--- src/rtl/jogo_pkg.sv ---
// Shared definitions for the memory-game control unit: state codes, state type and
// the Moore output decode used by the FSM.
package jogo_pkg;

    localparam int ESTADO_W = 4;

    localparam logic [ESTADO_W-1:0] ST_INICIAL           = 4'b0000;
    localparam logic [ESTADO_W-1:0] ST_PREPARACAO        = 4'b0001;
    localparam logic [ESTADO_W-1:0] ST_INICIA_SEQUENCIA  = 4'b0010;
    localparam logic [ESTADO_W-1:0] ST_ESPERA_JOGADA     = 4'b0011;
    localparam logic [ESTADO_W-1:0] ST_REGISTRA          = 4'b0100;
    localparam logic [ESTADO_W-1:0] ST_COMPARACAO        = 4'b0101;
    localparam logic [ESTADO_W-1:0] ST_PROXIMO_ENDERECO  = 4'b0110;
    localparam logic [ESTADO_W-1:0] ST_ULTIMA_SEQUENCIA  = 4'b0111;
    localparam logic [ESTADO_W-1:0] ST_PROXIMA_SEQUENCIA = 4'b1000;
    localparam logic [ESTADO_W-1:0] ST_FIM_ACERTOU       = 4'b1010;
    localparam logic [ESTADO_W-1:0] ST_FIM_ERROU         = 4'b1110;
    localparam logic [ESTADO_W-1:0] ST_FIM_TIMEOUT       = 4'b1101;

    typedef enum logic [ESTADO_W-1:0] {
        INICIAL           = ST_INICIAL,
        PREPARACAO        = ST_PREPARACAO,
        INICIA_SEQUENCIA  = ST_INICIA_SEQUENCIA,
        ESPERA_JOGADA     = ST_ESPERA_JOGADA,
        REGISTRA          = ST_REGISTRA,
        COMPARACAO        = ST_COMPARACAO,
        PROXIMO_ENDERECO  = ST_PROXIMO_ENDERECO,
        ULTIMA_SEQUENCIA  = ST_ULTIMA_SEQUENCIA,
        PROXIMA_SEQUENCIA = ST_PROXIMA_SEQUENCIA,
        FIM_ACERTOU       = ST_FIM_ACERTOU,
        FIM_ERROU         = ST_FIM_ERROU,
        FIM_TIMEOUT       = ST_FIM_TIMEOUT
    } estado_t;

    typedef struct packed {
        logic zera_e;
        logic conta_e;
        logic zera_s;
        logic conta_s;
        logic zera_r;
        logic registra_r;
        logic pronto;
        logic acertou;
        logic errou;
        logic timeout;
    } saidas_t;

    // Moore decode: each control pulse belongs to exactly one state.
    function automatic saidas_t decodifica_saidas(input estado_t estado);
        saidas_t s;
        s = '0;
        case (estado)
            PREPARACAO: begin
                s.zera_e = 1'b1;
                s.zera_s = 1'b1;
                s.zera_r = 1'b1;
            end
            INICIA_SEQUENCIA:  s.zera_e     = 1'b1;
            REGISTRA:          s.registra_r = 1'b1;
            PROXIMO_ENDERECO:  s.conta_e    = 1'b1;
            PROXIMA_SEQUENCIA: s.conta_s    = 1'b1;
            FIM_ACERTOU: begin
                s.pronto  = 1'b1;
                s.acertou = 1'b1;
            end
            FIM_ERROU: begin
                s.pronto = 1'b1;
                s.errou  = 1'b1;
            end
`ifdef UNIDADE_CONTROLE_TIMEOUT_EN
            FIM_TIMEOUT: begin
                s.pronto  = 1'b1;
                s.timeout = 1'b1;
            end
`endif
            default: s = '0;
        endcase
        return s;
    endfunction

endpackage

--- src/rtl/contador_timeout.sv ---
// Inactivity timer for the play-wait state: counts while enabled, cleared otherwise,
// flags expiry on the TIMEOUT_CYCLES-th consecutive enabled cycle.
module contador_timeout
    import jogo_pkg::*;
#(
    parameter int TIMEOUT_CYCLES = 5000
) (
    input  logic clock,
    input  logic reset,
    input  logic enable,
    output logic expirou
);

    localparam int CONT_W = (TIMEOUT_CYCLES > 2) ? $clog2(TIMEOUT_CYCLES) : 1;
    localparam logic [CONT_W-1:0] LIMITE     = CONT_W'(TIMEOUT_CYCLES - 1);
    localparam logic [CONT_W-1:0] PRE_LIMITE = CONT_W'(TIMEOUT_CYCLES - 2);

    logic [CONT_W-1:0] contagem_r;
    logic              expirou_r;

    // Counter: restarts from zero on every entry because it is held clear while disabled.
    always_ff @(posedge clock) begin
        if (reset) begin
            contagem_r <= '0;
        end else if (!enable) begin
            contagem_r <= '0;
        end else begin
            contagem_r <= contagem_r + CONT_W'(1);
        end
    end

    // Expiry flag registered one cycle early so it is high exactly while count == LIMITE.
    always_ff @(posedge clock) begin
        if (reset) begin
            expirou_r <= 1'b0;
        end else if (!enable) begin
            expirou_r <= 1'b0;
        end else begin
            expirou_r <= (contagem_r == PRE_LIMITE) && (contagem_r != LIMITE);
        end
    end

    assign expirou = expirou_r;

endmodule

--- src/rtl/unidade_controle_timeout.sv ---
// Memory-game control unit with progressive sequence checking and, when
// UNIDADE_CONTROLE_TIMEOUT_EN is defined, a per-play inactivity timeout.
module unidade_controle_timeout
    import jogo_pkg::*;
#(
    parameter int TIMEOUT_CYCLES = 5000
) (
    input  logic                clock,
    input  logic                reset,
    input  logic                iniciar,
    input  logic                fimS,
    input  logic                enderecoIgualSequencia,
    input  logic                tem_jogada,
    input  logic                jogadaIgualMemoria,
    output logic                zeraE,
    output logic                contaE,
    output logic                zeraS,
    output logic                contaS,
    output logic                zeraR,
    output logic                registraR,
    output logic                pronto,
    output logic                acertou,
    output logic                errou,
    output logic                timeout,
    output logic [ESTADO_W-1:0] db_estado
);

    estado_t estado_r;
    estado_t estado_prox_s;
    saidas_t saidas_r;

    if (TIMEOUT_CYCLES < 2) begin : g_param_check
        $error("TIMEOUT_CYCLES must be at least 2");
    end

`ifdef UNIDADE_CONTROLE_TIMEOUT_EN
    logic expirou_s;

    contador_timeout #(
        .TIMEOUT_CYCLES(TIMEOUT_CYCLES)
    ) u_contador_timeout (
        .clock  (clock),
        .reset  (reset),
        .enable (estado_r == ESPERA_JOGADA),
        .expirou(expirou_s)
    );
`endif

    // Next-state logic; a play arriving on the expiry cycle still wins.
    always_comb begin
        estado_prox_s = INICIAL;
        case (estado_r)
            INICIAL: begin
                if (iniciar) begin
                    estado_prox_s = PREPARACAO;
                end else begin
                    estado_prox_s = INICIAL;
                end
            end
            PREPARACAO:       estado_prox_s = INICIA_SEQUENCIA;
            INICIA_SEQUENCIA: estado_prox_s = ESPERA_JOGADA;
            ESPERA_JOGADA: begin
                if (tem_jogada) begin
                    estado_prox_s = REGISTRA;
`ifdef UNIDADE_CONTROLE_TIMEOUT_EN
                end else if (expirou_s) begin
                    estado_prox_s = FIM_TIMEOUT;
`endif
                end else begin
                    estado_prox_s = ESPERA_JOGADA;
                end
            end
            REGISTRA: estado_prox_s = COMPARACAO;
            COMPARACAO: begin
                if (!jogadaIgualMemoria) begin
                    estado_prox_s = FIM_ERROU;
                end else if (enderecoIgualSequencia) begin
                    estado_prox_s = ULTIMA_SEQUENCIA;
                end else begin
                    estado_prox_s = PROXIMO_ENDERECO;
                end
            end
            PROXIMO_ENDERECO: estado_prox_s = ESPERA_JOGADA;
            ULTIMA_SEQUENCIA: begin
                if (fimS) begin
                    estado_prox_s = FIM_ACERTOU;
                end else begin
                    estado_prox_s = PROXIMA_SEQUENCIA;
                end
            end
            PROXIMA_SEQUENCIA: estado_prox_s = INICIA_SEQUENCIA;
`ifdef UNIDADE_CONTROLE_TIMEOUT_EN
            FIM_ACERTOU, FIM_ERROU, FIM_TIMEOUT: begin
`else
            FIM_ACERTOU, FIM_ERROU: begin
`endif
                if (iniciar) begin
                    estado_prox_s = PREPARACAO;
                end else begin
                    estado_prox_s = estado_r;
                end
            end
            default: estado_prox_s = INICIAL;
        endcase
    end

    // State and outputs registered together; outputs always match the decode of estado_r.
    always_ff @(posedge clock) begin
        if (reset) begin
            estado_r <= INICIAL;
            saidas_r <= '0;
        end else begin
            estado_r <= estado_prox_s;
            saidas_r <= decodifica_saidas(estado_prox_s);
        end
    end

    assign zeraE     = saidas_r.zera_e;
    assign contaE    = saidas_r.conta_e;
    assign zeraS     = saidas_r.zera_s;
    assign contaS    = saidas_r.conta_s;
    assign zeraR     = saidas_r.zera_r;
    assign registraR = saidas_r.registra_r;
    assign pronto    = saidas_r.pronto;
    assign acertou   = saidas_r.acertou;
    assign errou     = saidas_r.errou;
    assign timeout   = saidas_r.timeout;
    assign db_estado = estado_r;

endmodule

--- config.mk ---
export PLATFORM = sky130hd
export DESIGN_NAME = unidade_controle_timeout
export DESIGN_NICKNAME = d
export VERILOG_FILES = /design/src/rtl/jogo_pkg.sv /design/src/rtl/contador_timeout.sv /design/src/rtl/unidade_controle_timeout.sv
export SDC_FILE = /design/constraint.sdc
export NUM_CORES = 1
export LEC_CHECK = 0
export BUFFER_PORTS_ARGS = -buffer_cell sky130_fd_sc_hd__buf_2
export CORE_AREA = 2 2 39 41
export CTS_CLUSTER_SIZE = 12
export DETAILED_ROUTE_END_ITERATION = 12
export DIE_AREA = 0 0 41 43
export GPL_ROUTABILITY_DRIVEN = 0
export HOLD_SLACK_MARGIN = 0.06
export PLACE_DENSITY = 0.76
export SETUP_SLACK_MARGIN = 0.15
export SLEW_MARGIN = 10
export SYNTH_ARGS = -nofsm -noshare
export SYNTH_HDL_FRONTEND = slang
export SYNTH_SLANG_ARGS = --single-unit
--- constraint.sdc ---
create_clock -name clock -period 1.65 [get_ports clock]
set_clock_uncertainty 0.1 [all_clocks]
set_input_delay 0.0825 -clock clock [delete_from_list [all_inputs] [get_ports clock]]
set_output_delay 0.0825 -clock clock [all_outputs]
set_load 0.02 [all_outputs]
==> impl_metrics.tcl <==
set metrics [dict create \
    run_status "completed" \
    arrival_ns 1.59 \
    grt_overflow 0 \
    dieWidth_um 41 \
    clk_pin_slew_ns 0.07 \
    final_util 0.518 \
    finalHoldViolations 0 \
    fillers 142 \
    ioPinCount 21 \
    diodes 0 \
    syn_area_per_cell_um2 9.33 \
    viasPerCell 4.84 \
    area_delta_synth_final_pct 39.8 \
    crit_start "db_estado[0]$_SDFF_PP0_" \
    rsz0062_at_grt "yes" \
    finalWirelength_mm 1.04 \
    setup_viol 0 \
    num_vias 455 \
    yosysMostFrequentCell "dfxtp_1" \
    postRouteAntennaNets 0 \
    ys_seq_elements 12 \
    largest_register_ffs 4 \
    path_cells "nor2b_4 -> and4_4 -> a211oi_4 -> nor2_1 -> nor4b_2" \
    p_per_area_nw_per_um2 948 \
    worst_slack_ns 0.146 \
    dpl.hpwl_um 775 \
    crit_buf_inv 0 \
    design.die.area_um2 1760 \
    worstSetupPathType "register to register" \
    drt-pass1-iter-count 2 \
    grt_max_degree 11 \
    crit_family "simple AND/OR/NAND/NOR gates" \
    async_reset_ff_frac 0 \
    period_minus_slack_ns 1.50 \
    drive_gt1_frac 0.526 \
    hold_start "tem_jogada" \
    final_max_slew_viol_count 0 \
    drtIter0Drc 18 \
    whs_path_depth 4 \
    hold_path.class "primary input to register" \
    nets 86 \
    end_kind "register" \
    setup_tns_ns 0 \
    die_y_um 43 \
    ys.flop_type "dfxtp_1" \
    syn-num-nets 62 \
    rows 14 \
    clockBufferDepth 2 \
    first_global_vias 383 \
    netlist_area_um2 513 \
    synth_warnings 0 \
    tritoncts "done" \
    critPathSlowestCell "dfxtp_4" \
    drv_cap 0 \
    coreArea_um2 1380 \
    clock_sinks 12 \
    yosysTopAreaCell "dfxtp_1" \
    drc 0 \
    htree_levels 1 \
    synth_area_leaders "dfxtp_1 (47%), nor2_1 (5.1%), nor3_1 (4.9%)" \
    worst-path-stages 5 \
    ys_seq_area_frac 0.468 \
    final.period_utilization 0.911 \
    syn_inst 55 \
    synth_top_cells_by_count "dfxtp_1 (12), nor2_1 (7), nor3_1 (5)" \
    root_buffer "clkbuf_4" \
    start_util 0.371 \
    io_buffer_count 19 \
    synth_top_area_frac 0.468 \
    slowest_delay_ns 0.36 \
    irDropWorstVdd_mv 0.754 \
    track_usage 0.134 \
    r2r-start "db_estado[0]$_SDFF_PP0_" \
    clk_latency_ns 0.26 \
    wire_per_inst_um 11.0 \
    r2r_cells 5 \
    path_max_fanout 6 \
    cp-start-kind "register" \
    synth_edf_count 0 \
    required_ns 1.74 \
    post-place-ws_ns 0.181 \
    p_leak_nw 0.341 \
    antenna_found_initial 0 \
    grt_pass1_wl_mm 1.63 \
    yosysUniqueCellTypes 24 \
    cts_made_buffers 3 \
    fmax_ghz 0.665 \
]
## cells by family (layout without fill, tap and decap cells)
logic type,Yosys count,in the layout,synth area share
simple gates,29,29,0.329
other cells,1,1,0.00731
compound gates,9,9,0.149
flops,12,12,0.468
buf+inv,4,27,0.0463
## cells in the final DEF, fill, tap and decap left out, drive strengths merged
| master | count |
|---|---|
| dlygate4sd3 | 1 |
| o2111ai | 1 |
| nand3 | 1 |
| buf | 21 |
| nor2 | 8 |
| o21ai | 1 |
| nand2b | 3 |
| nor2b | 3 |
| inv | 1 |
| dfxtp | 12 |
| a21oi | 1 |
| a21o | 1 |
| a31oi | 3 |
| conb | 1 |
| nor3 | 5 |
| clkbuf | 4 |
| a211oi | 2 |
| and4bb | 1 |
| nor4b | 1 |
| or2 | 1 |
| nand2 | 3 |
| and3 | 2 |
| and4 | 1 |
## worst paths after layout
check / endpoint / slack [ns]
max reg2reg: zeraE$_SDFF_PP0_ / 0.15
min reg2reg: db_estado[1]$_SDFF_PP0_ / 0.60
min: db_estado[1]$_SDFF_PP0_ / 0.14
max: zeraE$_SDFF_PP0_ / 0.15
## metal layers
metal | GRT usage | part of all wire
met1 | 0.193 | 0.45
met4 | 0.0200 | 0
met2 | 0.184 | 0.48
met5 | 0 | 0
met3 | 0.0628 | 0.069
## power by group
part / total, mW / internal [mW] / switching [mW]
Clock: 0.224 / 0.134 / 0.0904
Sequential: 0.318 / 0.302 / 0.0163
Combinational: 0.137 / 0.0593 / 0.0778
Total: 0.680 / 0.495 / 0.185
## worst min-delay path: stages
cell	delay, ns
buf_2	0.10
o2111ai_1	0.12
nand3_2	0.13
nor2_1	0.05
## timing repair
action                                  CTS  global route
hold endpoints to repair                  2             0
hold buffers                              1             0
endpoints found under the setup margin    0             7
setup buffers                             0             2
gates resized for setup                   0             9
## final cells by class
type	instances	area, um^2	area share
repair buffers	22	120	0.168
flip-flops and latches	12	255	0.356
multi-input cells	39	282	0.393
well taps	16	20.0	0.0279
inverters	1	3.75	0.00524
clock buffers	4	36.3	0.0506
## metrics by stage
step,std cells,power [mW],cell area [um^2],hold slack [ns]
after floorplan,55,0.422,531,0.0475
after global placement,87,0.451,626,0.176
after detailed placement,87,0.453,626,0.178
after CTS,92,0.679,672,0.181
after global routing,94,0.719,717,0.179
final,94,0.680,717,0.145
No activity file was read; power rests on OpenSTA's default activity.
